File: config.mk
export PLATFORM = sky130hd
export DESIGN_NAME = irq_request_arbiter_flat
export DESIGN_NICKNAME = d
export VERILOG_FILES = /design/src/rtl/irq_request_arbiter_if.sv /design/src/rtl/irq_request_arbiter.sv /design/src/flat_wrapper.sv
export SDC_FILE = /design/constraint.sdc
export NUM_CORES = 1
export LEC_CHECK = 0
export CORE_MARGIN = 5
export CORE_UTILIZATION = 45
export DETAILED_ROUTE_END_ITERATION = 8
export PLACE_DENSITY = 0.88
export SYNTH_ARGS = -nofsm -noshare
export SYNTH_HDL_FRONTEND = slang
export SYNTH_SLANG_ARGS = --single-unit
File: constraint.sdc
create_clock -name clk_i -period 2.5 [get_ports clk_i]
set_clock_uncertainty 0.2 [all_clocks]
set_input_delay 0.375 -clock clk_i [delete_from_list [all_inputs] [get_ports clk_i]]
set_output_delay 0.375 -clock clk_i [all_outputs]
set_load 0.005 [all_outputs]
File: src/rtl/irq_request_arbiter_if.sv
// Handshake bundle between the interrupt level source, the request arbiter and the core.
interface irq_request_arbiter_if #(
  parameter int NUM_IRQ  = 32,
  parameter int ID_WIDTH = 5
);
  logic [NUM_IRQ-1:0]  irq_i;
  logic                irq_enable_i;
  logic                irq_req_o;
  logic [ID_WIDTH-1:0] irq_id_o;
  logic                irq_ack_i;
  logic [NUM_IRQ-1:0]  irq_ack_o;
  logic                busy_o;

  modport master (
    output irq_i, irq_enable_i, irq_ack_i,
    input  irq_req_o, irq_id_o, irq_ack_o, busy_o
  );

  modport slave (
    input  irq_i, irq_enable_i, irq_ack_i,
    output irq_req_o, irq_id_o, irq_ack_o, busy_o
  );
endinterface

File: src/rtl/irq_request_arbiter.sv
// Picks one pending interrupt level, requests the core with its ID, returns a one-hot
// acknowledge pulse to the source and then holds off so a slow-dropping level is not re-requested.
module irq_request_arbiter #(
  parameter int NUM_IRQ        = 32,
  parameter int ID_WIDTH       = 5,
  parameter int ROUND_ROBIN    = 0,
  parameter int HOLDOFF_CYCLES = 2
) (
  input  logic                 clk_i,
  input  logic                 rst_i,
  irq_request_arbiter_if.slave bus
);

  typedef enum logic [1:0] {IDLE, REQ, HOLD} state_t;

  state_t              r_state, w_stateNext;
  logic                r_req, w_reqNext;
  logic                r_busy;
  logic [ID_WIDTH-1:0] r_id, w_idNext;
  logic [ID_WIDTH-1:0] r_ptr, w_ptrNext;
  logic [ID_WIDTH-1:0] w_winner;
  logic                w_found;
  logic [NUM_IRQ-1:0]  r_ack, w_ackNext;
  logic [NUM_IRQ-1:0]  w_cand;
  logic [3:0]          r_cnt, w_cntNext;

  assign w_cand = bus.irq_enable_i ? bus.irq_i : '0;

  // Search starts at the rotating pointer in round-robin mode, at index 0 otherwise.
  always_comb begin : winnerSearch
    int idx;
    idx      = 0;
    w_winner = '0;
    w_found  = 1'b0;
    for (int k = 0; k < NUM_IRQ; k++) begin
      idx = (ROUND_ROBIN != 0) ? int'(r_ptr) + k : k;
      if (idx >= NUM_IRQ) idx = idx - NUM_IRQ;
      if (!w_found && w_cand[idx[ID_WIDTH-1:0]]) begin
        w_found  = 1'b1;
        w_winner = idx[ID_WIDTH-1:0];
      end
    end
  end

  always_comb begin : nextState
    w_stateNext = r_state;
    w_reqNext   = r_req;
    w_idNext    = r_id;
    w_ackNext   = '0;
    w_ptrNext   = r_ptr;
    w_cntNext   = r_cnt;
    case (r_state)
      IDLE: begin
        w_reqNext = 1'b0;
        if (w_found) begin
          w_idNext    = w_winner;
          w_reqNext   = 1'b1;
          w_stateNext = REQ;
        end
      end
      REQ: begin
        // An acknowledge takes precedence over a level that dropped in the same cycle.
        if (bus.irq_ack_i) begin
          w_ackNext[r_id] = 1'b1;
          w_reqNext       = 1'b0;
          w_cntNext       = 4'(HOLDOFF_CYCLES - 1);
          w_stateNext     = HOLD;
          if (ROUND_ROBIN != 0) begin
            w_ptrNext = (r_id == ID_WIDTH'(NUM_IRQ - 1)) ? '0 : r_id + 1'b1;
          end
        end else if (!bus.irq_i[r_id] || !bus.irq_enable_i) begin
          w_reqNext   = 1'b0;
          w_stateNext = IDLE;
        end
      end
      HOLD: begin
        w_reqNext = 1'b0;
        if (r_cnt == 4'd0) begin
          w_stateNext = IDLE;
        end else begin
          w_cntNext = r_cnt - 1'b1;
        end
      end
      default: begin
        w_reqNext   = 1'b0;
        w_stateNext = IDLE;
      end
    endcase
  end

  always_ff @(posedge clk_i) begin
    if (rst_i) begin
      r_state <= IDLE;
      r_req   <= 1'b0;
      r_id    <= '0;
      r_ack   <= '0;
      r_ptr   <= '0;
      r_cnt   <= '0;
      r_busy  <= 1'b0;
    end else begin
      r_state <= w_stateNext;
      r_req   <= w_reqNext;
      r_id    <= w_idNext;
      r_ack   <= w_ackNext;
      r_ptr   <= w_ptrNext;
      r_cnt   <= w_cntNext;
      r_busy  <= (w_stateNext != IDLE);
    end
  end

  assign bus.irq_req_o = r_req;
  assign bus.irq_id_o  = r_id;
  assign bus.irq_ack_o = r_ack;
  assign bus.busy_o    = r_busy;

endmodule
File: src/flat_wrapper.sv
// flat-port wrapper written by rule: the top's interface ports become plain ports
module irq_request_arbiter_flat 
#(
  parameter int NUM_IRQ        = 32,
  parameter int ID_WIDTH       = 5,
  parameter int ROUND_ROBIN    = 0,
  parameter int HOLDOFF_CYCLES = 2
)
  (clk_i, rst_i, bus_irq_i, bus_irq_enable_i, bus_irq_ack_i, bus_irq_req_o, bus_irq_id_o, bus_irq_ack_o, bus_busy_o);
  irq_request_arbiter_if #(.NUM_IRQ(NUM_IRQ), .ID_WIDTH(ID_WIDTH)) bus_i ();
  input  logic clk_i;
  input  logic rst_i;
  input wire logic [$bits(bus_i.irq_i)-1:0] bus_irq_i;
  input wire logic [$bits(bus_i.irq_enable_i)-1:0] bus_irq_enable_i;
  input wire logic [$bits(bus_i.irq_ack_i)-1:0] bus_irq_ack_i;
  output wire logic [$bits(bus_i.irq_req_o)-1:0] bus_irq_req_o;
  output wire logic [$bits(bus_i.irq_id_o)-1:0] bus_irq_id_o;
  output wire logic [$bits(bus_i.irq_ack_o)-1:0] bus_irq_ack_o;
  output wire logic [$bits(bus_i.busy_o)-1:0] bus_busy_o;
  assign bus_i.irq_i = bus_irq_i;
  assign bus_i.irq_enable_i = bus_irq_enable_i;
  assign bus_i.irq_ack_i = bus_irq_ack_i;
  assign bus_irq_req_o = bus_i.irq_req_o;
  assign bus_irq_id_o = bus_i.irq_id_o;
  assign bus_irq_ack_o = bus_i.irq_ack_o;
  assign bus_busy_o = bus_i.busy_o;
  irq_request_arbiter #(.NUM_IRQ(NUM_IRQ), .ID_WIDTH(ID_WIDTH), .ROUND_ROBIN(ROUND_ROBIN), .HOLDOFF_CYCLES(HOLDOFF_CYCLES)) u_core (.clk_i(clk_i), .rst_i(rst_i), .bus(bus_i));
endmodule
==> results.toml <==
[status]
run_status = "finished clean"

[drt]
wl_met3_microns = 516
drtAntennaViolNets = 0
routedWlPerCell_microns = 15.0
highest-signal-layer = "met4"
firstDrtPassIters = 5
totalWireLength_microns = 6230
route.vias.total = 2277
detail_route.wirelength.met1_microns = 2500
viasPerCell = 5.47
detailedRoute.firstIterationViolations = 119
wl_met2_microns = 3100
drt_drc_violations_left = 0

[placed_design]
detailed_place_hpwl_microns = 4930
port_buffers = 74
gpl.final_weighted_congestion = 0.854
dpl.cell_count = 408

[clock_network]
cts_hold_buf = 0
clock_insertion_delay_worst_skew_ps = 300
maximum_buffer_depth_of_the_clock_tree = 2
htree_num_levels = 2
cells_resized_by_post_cts_repair = 0
post_cts.repair.setup_buffers = 0
clkTransAtPathRegs_ps = 90
cts-root-buf = "sky130_fd_sc_hd__clkbuf_8"
cts.sink_count = 45
number_of_buffers_added_by_the_clock_tree_synthesis_step = 5
tritoncts = "built"

[worst_setup_path]
critPathTopFamily = "simple AND/OR/NAND/NOR gates"
path_max_fanout = 6
crit_chain = "clkdlybuf4s50_1 > nor4_4 > nand4_2 > a21oi_1 > o311ai_1 > a311oi_1"
crit_path_end_kind = "flop"
timing.rr.end = "u_core.bus.busy_o"
worstSetupPathType = "input pin to flop"
worstReg2RegStart = "u_core.bus.irq_id_o[1]"
buffers_and_inverters_on_the_worst_path = 1
critPathArrivalTime_ps = 2300
slowest_stage = "sky130_fd_sc_hd__clkdlybuf4s50_1"
worstSetupStartpointType = "input pin"
rrSetupSlack_ps = 220
critical_path_required_ps = 2510
crit_path_max_incr_delay_ps = 520
ff2ff_path_depth = 6

[worst_hold_path]
holdCritStartpoint = "u_core.r_cnt[1]"
timing.hold.worst_path_depth = 2
worstHoldEndpoint = "u_core.r_cnt[1]"
worst_hold_path_type = "flop to flop"

[floorplanning]
floorplan.die.width_microns = 80.4
total_die_area_sq_um = 6470
floorplan.die.height_microns = 80.4
io_pins = 75
start_util_pct = 46.9
core_sq_um = 4750
std_cell_rows = 25

[sta]
finalCriticalPeriod_ps = 2290
clock.fmax_mhz = 437
timing.final.crit_share_pct = 91.5
setup_tns_ps = 0
timing.max_slew.rel_slack_pct = 59.4
hold-worst-slack_ps = 290
worst_pin_slew_ps = 608
final_hold_viol_count = 0
rsz0062_at_grt = "false"
finalSetupViolations = 0
finalMaxSlewViolations = 0

[yosys]
synth.lib_cells_used.distinct = 52
synth_area_leaders = "sky130_fd_sc_hd__dfxtp_1, sky130_fd_sc_hd__nor2_1, sky130_fd_sc_hd__mux4_2"
postSynth.topFlopCell = "sky130_fd_sc_hd__dfxtp_1"
synth_enable_flop_cells = 0
synthDominantCellAreaShare_pct = 40.4
yosys_warnings = 0
postSynthAreaPerCell_sq_um = 8.52
yosysTopAreaCell = "sky130_fd_sc_hd__dfxtp_1"
share_of_flip_flops_with_an_asynchronous_set_or_reset_pct = 0
synth.yosys.seq_area_share_pct = 40.4
synthesized_nets = 300
synth-seq-cells = 45
syn_inst = 262
post_synthesis_cell_area_sq_um = 2230

[pwr]
worst_ir_drop_vdd_uv = 227
total_leakage_power_uw = 0.00116
p_total_uw = 1720
power.density_cell_area_nw_per_um2 = 532

[final_layout]
flow.area_growth_from_synthesis_pct = 45.3
net_count_final = 386
final_cell_mix = "sky130_fd_sc_hd__clkdlybuf4s50_1, sky130_fd_sc_hd__nor2_1, sky130_fd_sc_hd__dfxtp_1, sky130_fd_sc_hd__nand2_1, sky130_fd_sc_hd__buf_4"
layout_commonest_cell = "sky130_fd_sc_hd__clkdlybuf4s50_1"
instances_no_fill = 416
drive_above_1_share_pct = 12.0
insertedDiodeCount = 0

[global_routing]
overflow = 0
grt_first_pass_wirelength_microns = 10100
globalRouteTotalUtil_pct = 19.8
grt_start_max_net_pins = 16
grt_antenna_before_repair = 0
vias_in_the_first_global_route = 2219

[flow_run]
maxCapViolations = 0
[cell families after synthesis]
group | share of synthesized area, %
multiplexers | 7.62
AO/OA/AOI/OAI | 15.1
flip-flops | 40.4
XOR/XNOR | 0.785
adder cells (fa/ha/maj) | 1.12
buffers and inverters | 4.15
AND/OR/NAND/NOR | 30.9
[layer usage]
metal | GRT usage [%] | vias to the layer above
li1 | - | 1100
met1 | 22.9 | 1051
met2 | 34.8 | 113
met3 | 4.82 | 13
met4 | 7.77 | 0
met5 | 0 | -
[sequential cells by signal (all words and copies together), names as in the netlist]
name / count
u_core.bus.busy_o: 1
u_core.bus.irq_ack_o: 32
u_core.bus.irq_id_o: 5
u_core.r_cnt: 4
u_core.bus.irq_req_o: 1
u_core.r_state: 2
[layout make-up]
cell class              count  area, sq um
clock buffers               5         68.8
clock inverters             3         46.3
fillers                   400         1510
inverters                  10         37.5
multi-input cells         195         1240
flip-flops and latches     45          901
well taps                  67         83.8
repair buffers             91          868
[per-stage QoR]
step                utilization [%]  cell area [sq um]  setup WS (ps)
floorplan                         -               2230            524
global placement               65.8               3130        -0.0382
detailed placement             65.8               3130          -49.6
CTS                            68.2               3240            219
global route                   68.2               3240           75.5
finish                         68.2               3240            213
[synth_stat cells, drive strengths merged (2+ instances only)]
master / instances
a2111oi: 3
a211oi: 6
a21oi: 11
a311oi: 3
buf: 5
clkbuf: 7
dfxtp: 45
ha: 2
inv: 10
mux2i: 2
mux4: 6
nand2: 17
nand2b: 8
nand3: 8
nand3b: 3
nand4: 4
nor2: 60
nor2b: 7
nor3: 12
nor3b: 2
nor4: 6
nor4b: 2
o21ai: 9
o22ai: 3
o31ai: 2
o41ai: 2
or4: 2
[where the power goes]
| group | leakage (uW) | internal [uW] | switching, uW |
|---|---|---|---|
| Combinational | 0.000744 | 208 | 186 |
| Clock | 0.0000543 | 299 | 248 |
| Sequential | 0.000365 | 740 | 44.9 |
[worst max path at each step]
stage	start	end	slack [ps]	cells after the start
after CTS	u_core.bus.irq_id_o[1]	u_core.bus.irq_req_o	220	6
final	bus_irq_i[4]	u_core.bus.irq_id_o[1]	210	6
after global placement	bus_irq_i[4]	u_core.bus.irq_id_o[1]	-0.04	6
after global routing	u_core.bus.irq_id_o[1]	u_core.bus.irq_req_o	80	6
after floorplan	u_core.bus.irq_id_o[0]	u_core.bus.busy_o	520	6
after detailed placement	bus_irq_i[4]	u_core.bus.irq_id_o[1]	-50	6
[tightest hold or removal path, stage by stage (launching register included)]
cell                      delay, ps
sky130_fd_sc_hd__dfxtp_1        330
sky130_fd_sc_hd__nand3_1         70
sky130_fd_sc_hd__a21oi_1         50
No activity file was read; power rests on OpenSTA's default activity.
